### src/rtl/pls_pkg.sv
// rtl/pls_pkg.sv - shared TX state type and default 10BASE-T timing values
package pls_pkg;

    typedef enum logic [2:0] {
        ST_IDLE,
        ST_DATA,
        ST_ETD,
        ST_SILENCE,
        ST_JAB
    } tx_state_e;

    // Timing in 50 ns half-bit cycles of clk_20mhz
    localparam int PLS_NLP_INTERVAL     = 320000;
    localparam int PLS_LP_WIDTH         = 2;
    localparam int PLS_ETD_CYCLES       = 12;
    localparam int PLS_SILENCE_CYCLES   = 48;
    localparam int PLS_JABBER_CYCLES    = 400000;
    localparam int PLS_UNJAB_CYCLES     = 10000;
    localparam int PLS_LP_MIN_GAP       = 80000;
    localparam int PLS_LP_MAX_GAP       = 500000;
    localparam int PLS_LINK_PULSES      = 3;
    localparam int PLS_LINK_FAIL_CYCLES = 2000000;

endpackage

### src/rtl/pls_link_mon.sv
// rtl/pls_link_mon.sv - receive pair synchroniser and link-integrity monitor
module pls_link_mon import pls_pkg::*; #(
    parameter int LP_MIN_GAP       = PLS_LP_MIN_GAP,
    parameter int LP_MAX_GAP       = PLS_LP_MAX_GAP,
    parameter int LINK_PULSES      = PLS_LINK_PULSES,
    parameter int LINK_FAIL_CYCLES = PLS_LINK_FAIL_CYCLES
) (
    input  logic clk_20mhz,
    input  logic rst_i,
    input  logic rxd_in_p,
    input  logic rxd_in_n,
    output logic rxd_out,
    output logic link_ok
);

    localparam int GW = $clog2(LINK_FAIL_CYCLES + 1);
    localparam int CW = $clog2(LINK_PULSES + 1);

    logic          p_meta, p_sync, n_meta, n_sync;
    logic          started;
    logic [GW-1:0] gap;
    logic [CW-1:0] pulses;
    logic          rx_next, rise;
    logic [GW-1:0] gap_meas;

    assign rx_next  = p_sync & ~n_sync;
    assign rise     = rx_next & ~rxd_out;
    // gap_meas is the edge-to-edge distance; started clears before gap can reach its maximum
    assign gap_meas = gap + 1'b1;

    always_ff @(posedge clk_20mhz or posedge rst_i) begin
        if (rst_i) begin
            p_meta  <= 1'b0;
            p_sync  <= 1'b0;
            n_meta  <= 1'b0;
            n_sync  <= 1'b0;
            rxd_out <= 1'b0;
            started <= 1'b0;
            gap     <= '0;
            pulses  <= '0;
            link_ok <= 1'b0;
        end else begin
            p_meta  <= rxd_in_p;
            p_sync  <= p_meta;
            n_meta  <= rxd_in_n;
            n_sync  <= n_meta;
            rxd_out <= rx_next;
            if (rise) begin
                gap     <= '0;
                started <= 1'b1;
                if (started) begin
                    if (gap_meas >= GW'(LP_MIN_GAP) && gap_meas <= GW'(LP_MAX_GAP)) begin
                        if (pulses >= CW'(LINK_PULSES - 1)) begin
                            pulses  <= CW'(LINK_PULSES);
                            link_ok <= 1'b1;
                        end else begin
                            pulses <= pulses + 1'b1;
                        end
                    end else if (gap_meas > GW'(LP_MAX_GAP)) begin
                        pulses <= CW'(1);
                    end
                end
            end else if (started) begin
                gap <= gap_meas;
                if (gap_meas == GW'(LINK_FAIL_CYCLES)) begin
                    link_ok <= 1'b0;
                    pulses  <= '0;
                    started <= 1'b0;
                end
            end
        end
    end

endmodule

### src/rtl/pls_gen2.sv
// rtl/pls_gen2.sv - 10BASE-T PLS: Manchester TX with ETD, silence, NLP and jabber, plus RX link monitor
module pls_gen2 import pls_pkg::*; #(
    parameter int NLP_INTERVAL     = PLS_NLP_INTERVAL,
    parameter int LP_WIDTH         = PLS_LP_WIDTH,
    parameter int ETD_CYCLES       = PLS_ETD_CYCLES,
    parameter int SILENCE_CYCLES   = PLS_SILENCE_CYCLES,
    parameter int JABBER_CYCLES    = PLS_JABBER_CYCLES,
    parameter int UNJAB_CYCLES     = PLS_UNJAB_CYCLES,
    parameter int LP_MIN_GAP       = PLS_LP_MIN_GAP,
    parameter int LP_MAX_GAP       = PLS_LP_MAX_GAP,
    parameter int LINK_PULSES      = PLS_LINK_PULSES,
    parameter int LINK_FAIL_CYCLES = PLS_LINK_FAIL_CYCLES
) (
    input  logic clk_20mhz,
    input  logic rst_i,
    input  logic data_enable,
    input  logic txd_in,
    input  logic nlp_en,
    input  logic rxd_in_p,
    input  logic rxd_in_n,
    output logic rxd_out,
    output logic txd_out_p,
    output logic txd_out_n,
    output logic txbusy,
    output logic jabber,
    output logic link_ok
);

    localparam int NW = $clog2(NLP_INTERVAL + 1);
    localparam int LW = $clog2(LP_WIDTH + 1);
    localparam int EW = $clog2(ETD_CYCLES + 1);
    localparam int SW = $clog2(SILENCE_CYCLES + 1);
    localparam int JW = $clog2(JABBER_CYCLES + 1);
    localparam int UW = $clog2(UNJAB_CYCLES + 1);

    tx_state_e     state;
    logic          phase, bit_q, nlp_pend;
    logic [NW-1:0] nlp_cnt;
    logic [LW-1:0] lp_cnt;
    logic [EW-1:0] etd_cnt;
    logic [SW-1:0] sil_cnt;
    logic [JW-1:0] jab_cnt;
    logic [UW-1:0] quiet_cnt;
    logic          nlp_fire;

    assign nlp_fire = (nlp_cnt == NW'(NLP_INTERVAL - 1));

    always_ff @(posedge clk_20mhz or posedge rst_i) begin
        if (rst_i) begin
            state     <= ST_IDLE;
            phase     <= 1'b0;
            bit_q     <= 1'b0;
            nlp_pend  <= 1'b0;
            nlp_cnt   <= '0;
            lp_cnt    <= '0;
            etd_cnt   <= '0;
            sil_cnt   <= '0;
            jab_cnt   <= '0;
            quiet_cnt <= '0;
            txd_out_p <= 1'b0;
            txd_out_n <= 1'b0;
            txbusy    <= 1'b0;
            jabber    <= 1'b0;
        end else begin
            case (state)
                ST_IDLE: begin
                    if (data_enable) begin
                        state     <= ST_DATA;
                        phase     <= 1'b0;
                        bit_q     <= txd_in;
                        nlp_cnt   <= '0;
                        nlp_pend  <= 1'b0;
                        lp_cnt    <= '0;
                        jab_cnt   <= '0;
                        txd_out_p <= ~txd_in;
                        txd_out_n <= txd_in;
                        txbusy    <= 1'b1;
                    end else begin
                        nlp_cnt   <= nlp_fire ? '0 : nlp_cnt + 1'b1;
                        txd_out_n <= 1'b0;
                        // A pulse still runs its length with nlp_en low, it just stays off the line
                        if (nlp_fire || nlp_pend) begin
                            nlp_pend  <= 1'b0;
                            txd_out_p <= nlp_en;
                            lp_cnt    <= LW'(LP_WIDTH - 1);
                        end else if (lp_cnt != '0) begin
                            lp_cnt <= lp_cnt - 1'b1;
                        end else begin
                            txd_out_p <= 1'b0;
                        end
                    end
                end
                ST_DATA: begin
                    if (jab_cnt == JW'(JABBER_CYCLES - 1)) begin
                        state     <= ST_JAB;
                        quiet_cnt <= '0;
                        txd_out_p <= 1'b0;
                        txd_out_n <= 1'b0;
                        jabber    <= 1'b1;
                    end else begin
                        jab_cnt <= jab_cnt + 1'b1;
                        if (!phase) begin
                            phase     <= 1'b1;
                            txd_out_p <= bit_q;
                            txd_out_n <= ~bit_q;
                        end else if (data_enable) begin
                            phase     <= 1'b0;
                            bit_q     <= txd_in;
                            txd_out_p <= ~txd_in;
                            txd_out_n <= txd_in;
                        end else begin
                            state     <= ST_ETD;
                            etd_cnt   <= '0;
                            txd_out_p <= 1'b1;
                            txd_out_n <= 1'b0;
                        end
                    end
                end
                ST_ETD: begin
                    if (etd_cnt == EW'(ETD_CYCLES - 1)) begin
                        state     <= ST_SILENCE;
                        sil_cnt   <= '0;
                        txd_out_p <= 1'b0;
                    end else begin
                        etd_cnt <= etd_cnt + 1'b1;
                    end
                end
                ST_SILENCE: begin
                    nlp_cnt <= nlp_fire ? '0 : nlp_cnt + 1'b1;
                    if (nlp_fire) begin
                        nlp_pend <= 1'b1;
                    end
                    if (sil_cnt == SW'(SILENCE_CYCLES - 1)) begin
                        state  <= ST_IDLE;
                        txbusy <= 1'b0;
                    end else begin
                        sil_cnt <= sil_cnt + 1'b1;
                    end
                end
                ST_JAB: begin
                    if (data_enable) begin
                        quiet_cnt <= '0;
                    end else if (quiet_cnt == UW'(UNJAB_CYCLES - 1)) begin
                        state   <= ST_SILENCE;
                        sil_cnt <= '0;
                        jabber  <= 1'b0;
                    end else begin
                        quiet_cnt <= quiet_cnt + 1'b1;
                    end
                end
                default: state <= ST_IDLE;
            endcase
        end
    end

    pls_link_mon #(
        .LP_MIN_GAP       (LP_MIN_GAP),
        .LP_MAX_GAP       (LP_MAX_GAP),
        .LINK_PULSES      (LINK_PULSES),
        .LINK_FAIL_CYCLES (LINK_FAIL_CYCLES)
    ) u_link_mon (
        .clk_20mhz (clk_20mhz),
        .rst_i     (rst_i),
        .rxd_in_p  (rxd_in_p),
        .rxd_in_n  (rxd_in_n),
        .rxd_out   (rxd_out),
        .link_ok   (link_ok)
    );

endmodule

### config.mk
export PLATFORM = sky130hd
export DESIGN_NAME = pls_gen2
export DESIGN_NICKNAME = d
export VERILOG_FILES = /design/src/rtl/pls_pkg.sv /design/src/rtl/pls_link_mon.sv /design/src/rtl/pls_gen2.sv
export SDC_FILE = /design/constraint.sdc
export NUM_CORES = 1
export LEC_CHECK = 0
export BUFFER_PORTS_ARGS = -buffer_cell sky130_fd_sc_hd__buf_2
export CORE_ASPECT_RATIO = 0.9
export CORE_UTILIZATION = 57
export DETAILED_ROUTE_END_ITERATION = 6
export GPL_ROUTABILITY_DRIVEN = 0
export PLACE_DENSITY_LB_ADDON = 0.12
export SYNTH_ARGS = -nofsm -noshare
export SYNTH_HDL_FRONTEND = slang
export SYNTH_SLANG_ARGS = --single-unit
### constraint.sdc
create_clock -name clk_20mhz -period 6.5 [get_ports clk_20mhz]
set_clock_uncertainty 0.2 [all_clocks]
set_input_delay 0.65 -clock clk_20mhz [delete_from_list [all_inputs] [get_ports clk_20mhz]]
set_output_delay 0.65 -clock clk_20mhz [all_outputs]
set_load 0.01 [all_outputs]
==> summary.txt <==
Outcome
  • Status: finished, violations left
  • Failing checks: design-rule violations

Critical path
  • CP Class: reg -> reg
  • Startpoint Class: register
  • Crit end category: register
  • Worst path required time: 6.52 ns
  • Largest fanout on the critical path: 18
  • Crit path DAT: 2.96 ns

STA
  • Fin. Hold Viols: 0
  • Setup-failing EPs final: 0
  • Count of pins over their slew limit: 0
  • Post-route minimum period: 2.94 ns
  • Final period util: 45.2%
  • RSZ-0062 raised after global routing: no
  • Slew headroom: 33.7%
  • Min Hold Slack: 0.0607 ns
  • Setup TNS Final: 0 ns
  • Worst-Margin Slew: 0.994 ns
  • Fmax: about 0.34 GHz

Die
  • DIE AREA: 11100 um2
  • Vert. Die Dim: 100 um
  • I/O pin total: 13
  • Starting Density: 58.9%
  • Core Area: 10300 um2
  • Die X: 111 um
  • Row Count: 35

Yosys
  • Synth top area share: 42.7%
  • Synthesized instance count: 674
  • Synth Area in XOR/XNOR: 8.77%
  • Mapped Area: 6090 um2
  • Ys flop type: dfrtp_1
  • Post-synth top area cell: dfrtp_1
  • Portion of netlist area occupied by mux cells: 1.05%
  • Synth Net Count: 688
  • Avg Inst Size Synth: 9.04 um2
  • Yosys Warn Count: 0
  • Number of synthesized flops with an enable pin: 0
  • Yosys cell types: 75
  • Sequential fraction of the synthesis area: 42.7%
  • Cells taking the most area after synthesis: dfrtp_1 43%, xor2_1 5.6%, nor2_1 5.5%, nand2_1 4.1%, o21ai_0 3.7%
  • #FFs+latches synth: 104
  • Synth Area in Compound Gates: 13.8%
  • Simple-Gate Fraction of Synth Area: 28.4%
  • Synth Area in Adders: 1.44%
  • Asr flop ratio synth: 100%
  • Largest family of logic cells by synthesized area: simple AND/OR/NAND/NOR gates

Clocking
  • H-Tree Depth: 3
  • Postcts setup bufs: 0
  • Clk_lat worst skew: around 0.35 ns
  • Root Buffer: clkbuf_16
  • CTS clk-pin slew, worst paths: 0.07 ns
  • Max Root-Sink Buffers: 2
  • CTS Hold Buffers Added: 0
  • CTS resizes: 0
  • CTS tree: yes
  • Clk sinks: around 100
  • CTS Buf Count: 9

Drt
  • Via density: 6.03
  • Routed length per instance: 15.5 um
  • Initial DRC Count: 314
  • Drt first pass iters: 6
  • Routed wire length: 12.5 mm
  • Vias: between 4000 and 5000
  • Final ANT Viol Nets: 0
  • DRC viols: 2

Place
  • Dpl hpwl: between 8 and 9 mm
  • IO Port Bufs: 12
  • Placed cell area: 6170 um2

Power and ir drop
  • Switching power: 0.000318 W
  • VDD IR max: approximately 0.15 mV
  • Combinational group share of total power: 5.8%
  • Switching Fraction: 23.8%
  • Clk pwr share: 41.6%
  • Sequential Power Share: 52.5%
  • Pwr Total: 0.00134 W
  • PwrDens: 207 nW/um2
  • Pint: 0.00102 W
  • Leak: 2.83 nW

Cells and area
  • Layout Nets: 683
  • ANT cells: 0
  • Post-route core utilization: 62.7%
  • Fraction of layout cells with a size suffix above 1: 9.05%
  • Design area: 6480 um2
  • Layout area overhead: 6.33%

Global route
  • Largest net degree at the start of global routing: slightly above 80
  • Antenna violations before repair: 0
  • Grt ovf: 0
  • Vias in the first global route: approximately 4600
  • Gr usage total: about a quarter
  • First-pass GRT wire length: 22.1 mm

Hold path
  • Hold Crit Class: in -> async

Flow run
  • # Max-Cap Violations: 0
[path summary, 6_finish.rpt]
kind	end	cells past startpoint	slack, ns	start
setup / recovery	quiet_cnt[11]$_DFFE_PP0P_	7	3.56	quiet_cnt[5]$_DFFE_PP0P_
max in group asynchronous	u_link_mon.gap[11]$_DFFE_PP0P_	3	4.76	rst_i
hold / removal	nlp_cnt[2]$_DFFE_PP0P_	2	0.06	rst_i
min in group clk_20mhz	u_link_mon.p_sync$_DFF_PP0_	0	0.16	u_link_mon.p_meta$_DFF_PP0_
hold reg to reg	u_link_mon.p_sync$_DFF_PP0_	0	0.16	u_link_mon.p_meta$_DFF_PP0_
setup reg to reg	quiet_cnt[11]$_DFFE_PP0P_	7	3.56	quiet_cnt[5]$_DFFE_PP0P_
[Yosys cell counts (all sizes together) (8+ instances only)]
library cell / count
a21oi: 22
and3: 14
and4: 11
buf: 15
clkbuf: 16
dfrtp: 104
inv: 16
nand2: 67
nand2b: 8
nand3: 45
nand4: 25
nor2: 91
nor3: 15
nor4: 13
o21ai: 45
or3: 11
xnor2: 22
xor2: 39
[flip-flops by register name (all words and copies together), names as in the netlist, 2 cells and up]
| register | cells |
|---|---|
| etd_cnt | 4 |
| jab_cnt | 19 |
| lp_cnt | 2 |
| nlp_cnt | 19 |
| quiet_cnt | 14 |
| sil_cnt | 6 |
| state | 3 |
| u_link_mon.gap | 21 |
| u_link_mon.pulses | 2 |
[power by group through the flow]
| stage | clock network [W] | logic, W | registers [W] |
|---|---|---|---|
| floorplan | 0 | 0.0000824 | 0.000696 |
| global placement | 0 | 0.0000773 | 0.000711 |
| detailed placement | 0 | 0.0000794 | 0.000713 |
| CTS | 0.000571 | 0.0000799 | 0.000701 |
| global route | 0.000595 | 0.0000893 | 0.000707 |
| finish | 0.000557 | 0.0000781 | 0.000703 |
[critical path, stage by stage, from the launching register on]
cell and delay, ns:
dfrtp_1 0.45, or4bb_1 0.54, nor4_2 0.40, a21oi_1 0.15
o21bai_2 0.54, inv_1 0.18, nand2_2 0.22, o21ai_0 0.13
[logic make-up after synthesis]
kind of cell	after synthesis
compound gates	124
buf+inv	47
xor+xnor	61
simple gates	325
flops	104
mux	6
fa+ha+maj	7
[cells in the final DEF, fill, tap and decap left out, types with 4 or more instances in the layout]
cell,synthesis,routed
dfrtp_1,104,104
nor2_1,90,90
nand2_1,66,66
o21ai_0,45,45
nand3_1,44,44
xor2_1,39,39
a21oi_1,22,22
xnor2_1,22,22
nand4_1,20,20
inv_1,16,15
nor3_1,15,15
and3_1,14,14
buf_2,7,12
and4_1,11,11
or3_1,11,11
clkbuf_16,0,9
nand2b_1,8,8
ha_1,7,7
nor4_1,6,6
o31ai_1,6,6
nor2b_1,5,5
o21a_1,5,5
nor4_2,5,5
a21o_1,4,4
or2_2,4,4
or4_1,4,4
a211oi_1,4,4
nand4_2,4,4
[stage by stage]
step                setup slack [ns]  instances
floorplan                       2.92        674
global placement                3.70        787
detailed placement              3.56        787
CTS                             3.54        803
global route                    3.27        803
finish                          3.56        803
[per-layer routing]
metal | global-route usage, % | share of wire, %
met4 | 7.80 | 1.0
met5 | 0 | 0
met1 | 33.5 | 48
met2 | 40.1 | 47
met3 | 3.86 | 3.3
[layout make-up]
type / count / area (um2)
well taps: 129 / 161
clock buffers: 12 / 256
fillers: 886 / 3860
inverters: 16 / 62.6
clock inverters: 4 / 51.3
multi-input cells: 523 / 3260
flip-flops and latches: 104 / 2600
repair buffers: 15 / 82.6
(Power assumes the default switching activity.)
